`config.mk`:
```
export PLATFORM = sky130hd
export DESIGN_NAME = second_counter
export DESIGN_NICKNAME = d
export VERILOG_FILES = /design/src/rtl/parking_pkg.sv /design/src/rtl/rise_detect.sv /design/src/rtl/second_counter.sv
export SDC_FILE = /design/constraint.sdc
export NUM_CORES = 1
export LEC_CHECK = 0
export ABC_AREA = 1
export BUFFER_PORTS_ARGS = -buffer_cell sky130_fd_sc_hd__buf_4
export CAP_MARGIN = 20
export CORE_AREA = 4 4 45 47
export DETAILED_ROUTE_END_ITERATION = 8
export DIE_AREA = 0 0 49 51
export GPL_TIMING_DRIVEN = 0
export PLACE_DENSITY = 0.75
export SYNTH_ARGS = -nofsm -noshare
export SYNTH_HDL_FRONTEND = slang
export SYNTH_SLANG_ARGS = --single-unit
```
`constraint.sdc`:
```
create_clock -name clk_1Hz -period 4.6 [get_ports clk_1Hz]
set_clock_uncertainty 0.15 [all_clocks]
set_input_delay 0 -clock clk_1Hz [delete_from_list [all_inputs] [get_ports clk_1Hz]]
set_output_delay 0 -clock clk_1Hz [all_outputs]
set_load 0.1 [all_outputs]
```
`src/rtl/parking_pkg.sv`:
```
// Shared parking-meter constants.
// Display, fee and timer blocks take their count width from here.
package parking_pkg;

    localparam int SEC_W   = 12;
    localparam int SEC_MAX = (1 << SEC_W) - 1;

endpackage

```
`src/rtl/rise_detect.sv`:
```
// Registered copy of a synchronous level plus its rising-edge pulse.
// Also used by the coin-input logic.
module rise_detect (
    input  logic clk,
    input  logic rst_n,
    input  logic i_d,
    output logic o_q,
    output logic o_rise
);

    logic r_q;

    always_ff @(posedge clk or negedge rst_n) begin
        if (!rst_n) begin
            r_q <= 1'b0;
        end else begin
            r_q <= i_d;
        end
    end

    assign o_q    = r_q;
    assign o_rise = i_d & ~r_q;

endmodule

```
`src/rtl/second_counter.sv`:
```
// Parking occupancy timer: whole seconds parked, saturating,
// restarting on each new session and holding after departure.
module second_counter
    import parking_pkg::*;
#(
    parameter int WIDTH     = SEC_W,
    parameter int MAX_COUNT = SEC_MAX
) (
    input  logic             clk_1Hz,
    input  logic             rst,
    input  logic             parked,
    output logic [WIDTH-1:0] sec_count
);

    localparam logic [WIDTH-1:0] LP_MAX = WIDTH'(MAX_COUNT);
    localparam logic [WIDTH-1:0] LP_ONE = WIDTH'(1);

    logic             w_parked_q;
    logic             w_start;
    logic [WIDTH-1:0] r_count;

    rise_detect u_rise (
        .clk    (clk_1Hz),
        .rst_n  (rst),
        .i_d    (parked),
        .o_q    (w_parked_q),
        .o_rise (w_start)
    );

    // The first parked second counts, so a session start loads 1.
    always_ff @(posedge clk_1Hz or negedge rst) begin
        if (!rst) begin
            r_count <= '0;
        end else if (w_start) begin
            r_count <= LP_ONE;
        end else if (parked && w_parked_q && (r_count < LP_MAX)) begin
            r_count <= r_count + LP_ONE;
        end
    end

    assign sec_count = r_count;

endmodule

```
# --- Yosys cells after proc, flatten, opt, wreduce, memory -nomap -nowiden ---
# Cells that the tools add are included.
op_classes:
  magnitude_cmp: 1
  n_reduce_logical: 3
  mux: 2
  addsub: 1
  bitwise: 2
op_table:
  columns: ["op", "n"]
  rows:
  - ["12-bit two-way mux", 2]
  - ["12-bit by 1-bit adder with 12-bit output, second input constant", 1]
  - ["12-bit less-than comparator, second input constant", 1]
  - ["1-bit logical AND", 2]
  - ["2-bit nonzero test", 1]
  - ["1-bit bitwise AND", 1]
  - ["1-bit NOT", 1]
totals:
  output_inout_bits: 12
  regBits: 13

# --- Logic depth before layout (Yosys ltp) ---
depth:
  depth_word: 4
  ltp_mapped: 9

# --- Modules after synthesis ---
# A second synthesis with hierarchy kept.
hier_totals:
  hier_cells: 118
  area_unflattened_um2: 817.0
modules_own_cells:
  columns: ["module", "instances", "seq_area_each_um2", "area_each_um2", "cells_per_inst"]
  rows:
  - ["second_counter", 1, 300.3, 782.0, 115]
  - ["rise_detect", 1, 25.0, 35.0, 3]

# --- Worst setup path after synthesis ---
# Ideal clock, no wire load.
synth_timing:
  kind: "reg-to-reg"
  from: "register r_count[0] (netlist: sec_count[0])"
  to: "register r_count[6] (netlist: sec_count[6])"
  arrival_ns: 2.039
  stages_incl_launch_ff: 9
  synth_period_minus_slack_ns: 2.265
  t_required_ns: 4.374
  setup_slack_ns: 2.335
  path_cell_list: "dfrtp_1 ha_1 nand2_2 nor2_4 nand3_2 nand2_4 buf_12 nand2_1 o21ai_1"
synth_between:
  elab_chain_len: 3
synth_rtl:
  columns: ["item", "line", "source"]
  rows:
  - ["start: declaration", "second_counter.sv:20", "logic [WIDTH-1:0] r_count;"]
  - ["start signal: assignment", "second_counter.sv:37", "r_count <= r_count + LP_ONE;"]
  - ["12-bit by 1-bit adder with 12-bit output / 12-bit less-than comparator (equally long branches)", "second_counter.sv:37, second_counter.sv:36", null]
  - ["12-bit two-way mux / 1-bit logical AND (equally long branches)", "second_counter.sv:36", "end else if (parked && w_parked_q && (r_count < LP_MAX)) begin"]
  - ["12-bit two-way mux / 2-bit nonzero test (equally long branches)", null, null]
# Parallel ways exist; a longest one is shown, timed or not. The select of a mux whose other input is x is not followed.
# A chain may end at the register's enable or synchronous reset.

# --- Final worst setup path ---
layout_timing:
  from: "register r_count[0] (netlist: sec_count[0])"
  to: "register r_count[0] (netlist: sec_count[0])"
# Same word-level chain as after synthesis.

==> results.md <==
* Overall fraction of global-route tracks in use at 19.2%
* Number of buffer and inverter instances along the worst setup path at 0
* Final number of max-transition violations at 0
* TritonCTS buffer count at 3
* Final period util at 38.3%
* Most area-consuming cells after synthesis: dfrtp_1, nand2_1, nand3_1
* Proportion of layout cells with a drive suffix above 1 at 19.2%
* Number of failing hold endpoints at the final stage at 0
* Most frequently used cell type in the post-synthesis netlist: nand2_1
* Kind of path behind the tightest hold check: input pin to flip-flop
* Worst EP arrival at 1.82 ns
* Quantity of gates resized following cts at 0
* Seq cells post-synth at 13
* Top cell family by delay on the critical path: simple AND/OR/NAND/NOR gates
* DRT Wirelength at 2.05 mm
* Inserted Diodes at 0
* Maximum clock frequency at 0.567 GHz
* Max-Cap Viols at 0
* Clock Sinks at 13
* Maximum number of pins on one net before global-route repair at 14
* Area share of the largest cell type after synthesis at 37.5%
* Bufs on Longest Clock Path at 2
* TritonRoute pass-1 iters at 4
* Worst path slowest cell: dfrtp_1
* Number of enable-type register cells in the synthesized netlist at 0
* Final routed DRC violation total at 0
* Peak per-stage delay on the critical path at 0.44 ns
* CTS clk-pin slew, worst paths at 0.09 ns
* Horizontal extent of the die at 49 um
* Synthesized area per cell at 6.94 um2
* Actual slew at the worst max-slew pin at 0.625 ns
* Routability Congestion at 0.823
* Post-DR wirelength/cell at 12.6 um
* Outcome: finished, final reports clean
* Mapped Nets at 129
* Skew-Pair Late Insertion Delay at 0.28 ns
* Fin Setup TNS at 0 ns
* Global route total overflow at 0
* Leak at 0.501 nW
* Buffers added on ports at 14
* Top cells by count, synth: nand2_1, inv_1, dfrtp_1, nand3_1, nor2_1
* Number of rows in the core area at 15
* Global-route wire length before repair at 3.73 mm
* Minimum period implied by the final worst setup slack at 1.76 ns
* Maximum fanout encountered on the critical timing path at 8
* Worst setup EP type: flip-flop
* Boundary pin count at 15
* Asr flop ratio synth at 100%
* Full die area at 2500 um2
* Required time of the worst setup path at 4.66 ns
* Crit path launch type: flip-flop
* Total chip power at 0.000306 W
* Via count at 852
* Number of antenna violations at the first check in global routing at 0
* Core ar. at 1650 um2
* Cell variety after synth at 20
* Area added between synthesis and finish at 21.1%
* Max-Slew Margin vs Limit at 58.2%
* Via density at 5.23
* Ordered cell list for the critical path: ha_1 -> nand2_2 -> nor2_4 -> nand2_1 -> nor2_2 -> nor2_2 -> o21ai_0 -> o21ai_1
* Initial core utilization at 52.5%
* Number of nets with antenna violations after routing at 0
* Setup repair after global routing missed its margin: no
* Worst Setup Path Type: flip-flop to flip-flop
* Power density relative to cell area at 292 nW/um2
* DRT iter0 DRCs at 25
* Critical Path Most Common Cell: nor2_2
* Post-synthesis instance total at 125
* Main flop type after synthesis: dfrtp_1
* Warnings, synthesis at 0
* Register area share after synthesis at 37.5%
* Cell type contributing the most total cell area after synthesis: dfrtp_1
* Root Buffer Master: clkbuf_4
* Overall die height at 51 um
* Cell area after synthesis at 867 um2
* Number of setup violations in the final report at 0
* Via count of the first global-routing pass at 838
* Clock tree from TritonCTS: yes
* Detail Placement HPWL at 1.50 mm
* Net count, final at 151
* Peak supply drop at 0.304 mV
* CTS H-tree lvls at 1
## cells by family (layout without fill, tap and decap cells)
group,Yosys count,after routing,synth area share (%)
buffers and inverters,16,37,8.80
AOI/OAI and AO/OA,9,9,5.92
and+or+nand+nor,84,84,44.3
DFF,13,13,37.5
adders and majority gates,1,1,1.44
xor gates and xnor gates,2,2,2.02
## what timing repair did
item	in CTS	in global routing
setup buffers	0	0
endpoints found under the hold margin	19	0
hold buffers	3	0
## flip-flops by register name (all words and copies together), names as in the netlist
signal,cells
u_rise.o_q,1
sec_count,12
## cells in the final DEF, fill, tap and decap left out, drive strengths merged
cell type / count
xor2: 1
ha: 1
xnor2: 1
nand2: 46
buf: 15
o21ai: 8
dlygate4sd3: 3
clkbuf: 4
nor2: 19
inv: 15
nor3: 1
a21o: 1
nand4: 4
dfrtp: 13
nand3: 14
## area by class of cell
type | instances | area, um2
Fill cell | 154 | 602
Multi-Input combinational cell | 96 | 465
Sequential cell | 13 | 325
Timing Repair Buffer | 17 | 135
Inverter | 15 | 56.3
Clock buffer | 4 | 26.3
Tap cell | 17 | 21.3
Buffer | 1 | 20.0
## path summary, 6_finish.rpt
| check | start | endpoint | slack, ns | depth (start not counted) |
|---|---|---|---|---|
| min reg2reg | sec_count[1] | sec_count[1] | 0.39 | 2 |
| min | parked | u_rise.o_q | 0.28 | 2 |
| max reg2reg | sec_count[0] | sec_count[0] | 2.84 | 8 |
| max | sec_count[0] | sec_count[0] | 2.84 | 8 |
| max in group asynchronous | rst | sec_count[1] | 3.25 | 3 |
| min in group asynchronous | rst | sec_count[6] | 0.65 | 3 |
## where the power goes
| group | leakage [nW] | total (W) | switching (W) | internal (W) |
|---|---|---|---|---|
| Clock | 0.0150 | 0.0000739 | 0.0000402 | 0.0000337 |
| Combinational | 0.311 | 0.000101 | 0.0000770 | 0.0000235 |
| Sequential | 0.174 | 0.000132 | 0.0000102 | 0.000121 |
| Total | 0.501 | 0.000306 | 0.000127 | 0.000179 |
## stage by stage
| step | cells | area, um2 | util (%) | worst slack (ns) | hold WS, ns |
|---|---|---|---|---|---|
| 6_report | 163 | 1050 | 63.6 | 2.84 | 0.278 |
| 3_5_place_dp | 156 | 993 | 60.2 | 2.85 | -0.295 |
| 5_1_grt | 163 | 1050 | 63.6 | 2.69 | 0.281 |
| 3_3_place_gp | 156 | 993 | 60.2 | 2.89 | -0.295 |
| 4_1_cts | 163 | 1050 | 63.6 | 2.83 | 0.267 |
| 2_1_floorplan | 125 | 867 | - | 2.33 | -0.446 |
## layer usage
layer | wire length, um | part of all wire [%] | GRT usage (%)
met5 | 0 | 0 | 0
met4 | 18 | 0.88 | 9.42
met3 | 124 | 6.0 | 5.25
met2 | 976 | 48 | 29.1
met1 | 933 | 45 | 25.0
## worst reg2reg max path, delay by kind of cell, from the launching register on
| family | cells | cell delay [ns] |
|---|---|---|
| AOI/OAI and AO/OA | 2 | 0.24 |
| adders and majority gates | 1 | 0.28 |
| DFF | 1 | 0.44 |
| and+or+nand+nor | 5 | 0.59 |
Power figures use the tool's default switching activity.
